===== src/rtl/alu_arbiter.sv =====
// alu_arbiter: round-robin sharing of one combinational ALU among NUM_REQ requesters.
// Optional `ALU_ARB_LOCK_EN adds req_lock so a granted requester can keep priority.
//
// state | meaning
// IDLE  | searching for a requester; req_ready asserted combinationally on grant
// EXEC  | operands registered onto the ALU; result captured at the end of the cycle
// RESP  | resp_valid held to the owner until its resp_ready
module alu_arbiter #(
  parameter int NUM_REQ = 4,
  parameter int DATA_W  = 32,
  parameter int PTR_W   = $clog2(NUM_REQ)
) (
  input  logic                      clk,
  input  logic                      reset,
  input  logic [NUM_REQ-1:0]        req_valid,
  output logic [NUM_REQ-1:0]        req_ready,
  input  logic [NUM_REQ*DATA_W-1:0] req_a,
  input  logic [NUM_REQ*DATA_W-1:0] req_b,
  input  logic [NUM_REQ*4-1:0]      req_op,
`ifdef ALU_ARB_LOCK_EN
  input  logic [NUM_REQ-1:0]        req_lock,
`endif
  output logic [NUM_REQ-1:0]        resp_valid,
  input  logic [NUM_REQ-1:0]        resp_ready,
  output logic [DATA_W-1:0]         resp_data,
  output logic                      resp_eq,
  output logic [PTR_W-1:0]          resp_id,
  output logic [DATA_W-1:0]         alu_in1,
  output logic [DATA_W-1:0]         alu_in2,
  output logic [3:0]                alu_con,
  input  logic [DATA_W-1:0]         alu_out,
  input  logic                      alu_eq,
  output logic                      busy
);

  typedef enum logic [1:0] {
    ST_IDLE = 2'd0,
    ST_EXEC = 2'd1,
    ST_RESP = 2'd2
  } state_t;

  state_t              state_q, state_d;
  logic [PTR_W-1:0]    rr_ptr_q, rr_ptr_d;
  logic [PTR_W-1:0]    resp_id_q, resp_id_d;
  logic [DATA_W-1:0]   resp_data_q, resp_data_d;
  logic                resp_eq_q, resp_eq_d;
  logic [DATA_W-1:0]   alu_in1_q, alu_in1_d;
  logic [DATA_W-1:0]   alu_in2_q, alu_in2_d;
  logic [3:0]          alu_con_q, alu_con_d;

  logic                grant_found;
  logic [PTR_W-1:0]    grant_idx;

  // (base + off) mod NUM_REQ without a divider; off is always < NUM_REQ
  function automatic logic [PTR_W-1:0] wrap_add(input logic [PTR_W-1:0] base, input int off);
    logic [PTR_W:0] sum;
    sum = {1'b0, base} + (PTR_W+1)'(off);
    if (sum >= (PTR_W+1)'(NUM_REQ)) sum = sum - (PTR_W+1)'(NUM_REQ);
    return sum[PTR_W-1:0];
  endfunction

  always_comb begin
    grant_found = 1'b0;
    grant_idx   = '0;
    for (int k = 0; k < NUM_REQ; k++) begin
      if (!grant_found && req_valid[wrap_add(rr_ptr_q, k)]) begin
        grant_found = 1'b1;
        grant_idx   = wrap_add(rr_ptr_q, k);
      end
    end
  end

  always_comb begin
    state_d     = state_q;
    rr_ptr_d    = rr_ptr_q;
    resp_id_d   = resp_id_q;
    resp_data_d = resp_data_q;
    resp_eq_d   = resp_eq_q;
    alu_in1_d   = alu_in1_q;
    alu_in2_d   = alu_in2_q;
    alu_con_d   = alu_con_q;
    req_ready   = '0;
    resp_valid  = '0;
    case (state_q)
      ST_IDLE: begin
        if (grant_found) begin
          req_ready[grant_idx] = 1'b1;
          alu_in1_d = req_a[int'(grant_idx)*DATA_W +: DATA_W];
          alu_in2_d = req_b[int'(grant_idx)*DATA_W +: DATA_W];
          alu_con_d = req_op[int'(grant_idx)*4 +: 4];
          resp_id_d = grant_idx;
          rr_ptr_d  = wrap_add(grant_idx, 1);
`ifdef ALU_ARB_LOCK_EN
          if (req_lock[grant_idx]) rr_ptr_d = grant_idx;
`endif
          state_d = ST_EXEC;
        end
      end
      ST_EXEC: begin
        resp_data_d = alu_out;
        resp_eq_d   = alu_eq;
        state_d     = ST_RESP;
      end
      ST_RESP: begin
        resp_valid[resp_id_q] = 1'b1;
        if (resp_ready[resp_id_q]) state_d = ST_IDLE;
      end
      default: state_d = ST_IDLE;
    endcase
  end

  always_ff @(posedge clk) begin
    if (reset) begin
      state_q     <= ST_IDLE;
      rr_ptr_q    <= '0;
      resp_id_q   <= '0;
      resp_data_q <= '0;
      resp_eq_q   <= 1'b0;
      alu_in1_q   <= '0;
      alu_in2_q   <= '0;
      alu_con_q   <= 4'b0000;
    end else begin
      state_q     <= state_d;
      rr_ptr_q    <= rr_ptr_d;
      resp_id_q   <= resp_id_d;
      resp_data_q <= resp_data_d;
      resp_eq_q   <= resp_eq_d;
      alu_in1_q   <= alu_in1_d;
      alu_in2_q   <= alu_in2_d;
      alu_con_q   <= alu_con_d;
    end
  end

  assign resp_data = resp_data_q;
  assign resp_eq   = resp_eq_q;
  assign resp_id   = resp_id_q;
  assign alu_in1   = alu_in1_q;
  assign alu_in2   = alu_in2_q;
  assign alu_con   = alu_con_q;
  assign busy      = (state_q != ST_IDLE);

endmodule


===== config.mk =====
export PLATFORM = sky130hd
export DESIGN_NAME = alu_arbiter
export DESIGN_NICKNAME = d
export VERILOG_FILES = /design/src/rtl/alu_arbiter.sv
export SDC_FILE = /design/constraint.sdc
export NUM_CORES = 1
export LEC_CHECK = 0
export CELL_PAD_IN_SITES_DETAIL_PLACEMENT = 2
export CELL_PAD_IN_SITES_GLOBAL_PLACEMENT = 2
export CORE_MARGIN = 3
export CORE_UTILIZATION = 18
export DETAILED_ROUTE_END_ITERATION = 10
export MAX_ROUTING_LAYER = met4
export PLACE_DENSITY_LB_ADDON = 0.15
export SYNTH_ARGS = -nofsm -noshare
export SYNTH_HDL_FRONTEND = slang
export SYNTH_SLANG_ARGS = --single-unit
export TNS_END_PERCENT = 20

===== constraint.sdc =====
create_clock -name clk -period 2.1 [get_ports clk]
set_input_delay 0.21 -clock clk [delete_from_list [all_inputs] [get_ports clk]]
set_output_delay 0.21 -clock clk [all_outputs]
set_load 0.01 [all_outputs]

==> flow_metrics.py <==
metrics = {
    "synth": {
        "synth_top_area_cell": "dfxtp_1",
        "synth_cells": 558,
        "synthTopCellsByArea": "dfxtp_1 38%, mux2i_1 20%, o221ai_2 11%",
        "synthSimpleGateAreaFrac_pct": 11.50,
        "yosys.area.top_type_share_pct": 38.01,
        "synth.distinct_cells": 44,
        "synth_xor_area_share_pct": 0,
        "synth_seq_cells": 107,
        "syn_avg_cell_area_um2": 10.10,
        "syn-num-nets": 873,
        "synth-main-ff-cell": "dfxtp_1",
        "synth-edff-count": 0,
        "synth_compound_area_share_pct": 22.87,
        "synthAdderAreaFrac_pct": 0,
        "ys_top_cells_by_count": "115 x nand2_1, 112 x mux2i_1, 107 x dfxtp_1",
        "syn_area_um2": 5635,
        "synth_top_family_by_area": "compound AO/OA/AOI/OAI gates",
        "ys_seq_area_share_pct": 38.01,
        "synthMuxAreaShare_pct": 20.29,
        "yosysMostFrequentCell": "nand2_1",
        "yosysWarnings": 0,
        "synthArstFlopShare_pct": 0,
    },
    "pwr": {
        "p_switching_uw": 2481,
        "p_int_uw": 5097,
        "powerDensity_nw_per_um2": 699.5,
        "p_sw_share_pct": 32.74,
        "clkPwrFrac_pct": 25.4,
        "leakagePower_uw": 0.004024,
        "pwr-share-comb_pct": 41.1,
        "vdd_drop_max_uv": 329.6,
        "seq_power_share_pct": 33.4,
    },
    "clock_tree": {
        "insertion_delay_ns": 0.37,
        "cts-root-buf": "clkbuf_16",
        "cts_tree": "yes",
        "clock-sinks": 107,
        "cts_buffer_depth": 2,
        "cts-buffers-inserted": 9,
        "h-tree-depth": 3,
        "hold_buffers": 0,
        "clk_pin_slew_ns": 0.08,
    },
    "min_path": {
        "worstHoldPathType": "primary input to register",
        "hp-start": "reset",
        "holdPathEnd": "state_q[1]",
        "holdPathStages": 3,
    },
    "placed_design": {
        "dpl_cell_area_um2": 10490,
        "dpl.cell_count": 1371,
        "place.gp.congestion": 0.7295,
        "io_buffer_count": 426,
        "hpwlAfterDp_um": 22690,
    },
    "worst_setup_path": {
        "worstSetupPathType": "primary input to output pin",
        "rr_endpoint": "alu_in1[3]",
        "crit_fanout": 3,
        "cp_slowest_cell": "clkdlybuf4s50_1",
        "cpPeakStageDelay_ns": 0.49,
        "r2r-start": "state_q[0]",
        "critPathArrivalTime_ns": 1.87,
        "critPathBufInv": 4,
        "crit_path_frequent_cell": "buf_4",
        "cp-end-kind": "output pin",
        "cp_data_required_time_ns": 1.89,
        "regToRegSetupSlack_ns": 0.10,
        "path_cells": "clkdlybuf4s50_1, buf_4, a21oi_1, o211ai_1, buf_4, nor2_1, dlygate4sd2_1",
        "cp_top_family": "buffers and inverters",
        "r2r_cells": 6,
        "start_kind": "primary input",
    },
    "sta": {
        "max-slew-margin-rel_pct": 31.52,
        "finalCriticalPeriod_ns": 2.076,
        "finClkSkew_ns": 0.005299,
        "grt_setup_unrepaired": "true",
        "worst_pin_slew_ns": 1.022,
        "setup_viol": 0,
        "period_share_pct": 98.86,
        "max_freq_mhz": 481.7,
        "maxSlewViolCount": 0,
        "hold_viol": 0,
    },
    "floorplan": {
        "die_height_um": 182.9,
        "rows": 64,
        "ios": 427,
        "die_w_um": 182.9,
        "die_area_um2": 33470,
        "core_area_um2": 30750,
        "start_util_pct": 18.33,
    },
    "global_route": {
        "antenna_found_initial": 1,
        "grt_pass1_wl_um": 41990,
        "globalRoute.busiestLayer": "met2",
        "grt_pass1_vias": 6794,
        "grt_use_met3_pct": 6.069,
        "gr-usage-all-layers_pct": 16.86,
        "use_met2_pct": 29.15,
        "use_met1_pct": 18.54,
        "grt_max_degree": 34,
        "overflow": 0,
    },
    "route": {
        "vias": 6202,
        "vias_per_cell": 4.459,
        "drtPass1Iterations": 5,
        "post-route-drc-count": 0,
        "ant_nets": 0,
        "wl_per_cell_um": 20.94,
        "routed_wl_um": 29130,
        "drtIter0Drc": 255,
    },
    "cells_and_area": {
        "fin_nets": 1304,
        "stdcell_area_um2": 10830,
        "n_fill_cell": 3325,
        "drive_gt1_share_pct": 11.67,
        "multi_input_area_um2": 3099,
        "regArea_um2": 2143,
        "layoutNonFillerInstCount": 1391,
        "syn2layout_area_growth_pct": 92.23,
        "post-route-util_pct": 35.23,
    },
    "run": {
        "cap_violations": 0,
    },
    "outcome": {
        "status": "finished clean",
    },
}
==> layout by cell type, fill, tap and decap left out, drive strengths merged, types with 2 or more instances in the layout <==
cell	n
o221ai	44
buf	43
clkbuf	10
inv	7
clkdlybuf4s50	417
nor2b	4
a222oi	24
o21ai	27
nor2	12
dlymetal6s2s	2
dfxtp	107
nand2b	5
mux2i	112
a21oi	37
nand2	116
dlygate4sd2	4
nor3	4
nor3b	2
==> layer usage <==
metal | part of all wire [%] | wire length [um]
met3 | 8.8 | 2554
met1 | 40 | 11610
met4 | 1.4 | 410
met5 | 0 | 0
met2 | 50 | 14560
==> per-stage QoR <==
step / total power [uW] / TNS, ns / hold WS (ns) / setup slack (ns)
floorplan: 3998 / 0 / 0.3032 / 0.4959
global placement: 5711 / -13.15 / 0.4418 / -0.2765
detailed placement: 5755 / -17.02 / 0.4506 / -0.3877
CTS: 7751 / -0.005881 / 0.2630 / -0.005881
global route: 8033 / -0.9398 / 0.3321 / -0.08322
finish: 7578 / 0 / 0.3352 / 0.02404
==> flip-flops by register name (all words and copies together) (netlist names) <==
name	flops
alu_in2	32
resp_data	32
rr_ptr_q	2
resp_eq	1
state_q	2
alu_con	4
alu_in1	32
resp_id	2
==> cells by family (layout without fill, tap and decap cells) <==
| group | count (synthesis) | count (layout) |
|---|---|---|
| simple gates | 146 | 147 |
| compound gates | 141 | 141 |
| mux | 113 | 113 |
| flops | 107 | 107 |
| buf+inv | 51 | 486 |
| other cells | 0 | 1 |
==> worst reg2reg max path: cells and delay by family (launching register included) <==
| family | cells | cell delay [ns] |
|---|---|---|
| AND/OR/NAND/NOR | 2 | 1.00 |
| AO/OA/AOI/OAI | 3 | 0.41 |
| flip-flops | 1 | 0.37 |
| buffers and inverters | 1 | 0.17 |
==> power groups by stage <==
stage / logic, uW / registers, uW / clock network, uW
floorplan: 1310 / 2690 / 0
global placement: 3140 / 2570 / 0
detailed placement: 3180 / 2580 / 0
CTS: 3190 / 2540 / 2020
global route: 3350 / 2580 / 2100
finish: 3120 / 2530 / 1930
==> how the worst max path moves through the flow <==
stage / from / to / slack, ns / depth (start not counted)
floorplan: rr_ptr_q[0] / req_ready[3] / 0.50 / 6
global placement: req_valid[0] / alu_in1[15] / -0.28 / 7
detailed placement: req_valid[3] / alu_in1[2] / -0.39 / 6
CTS: req_valid[2] / alu_in1[2] / -0.006 / 8
global route: req_valid[2] / alu_in1[15] / -0.08 / 8
finish: req_valid[2] / req_ready[1] / 0.02 / 7
==> layout make-up <==
type | instances | share of cell area (%)
flip-flops and latches | 107 | 19.79
repair buffers | 468 | 44.03
multi-input cells | 401 | 28.61
clock inverters | 7 | 0.8316
clock buffers | 9 | 2.079
well taps | 396 | 4.574
diodes | 1 | 0.02310
inverters | 2 | 0.06930
==> what timing repair did <==
action,CTS,global route
resized for setup,9,4
pin swaps,1,1
endpoints found under the setup margin,4,27
setup buffers,2,0
gates cloned,0,1
Note: power is estimated with default switching activity, not from simulation.
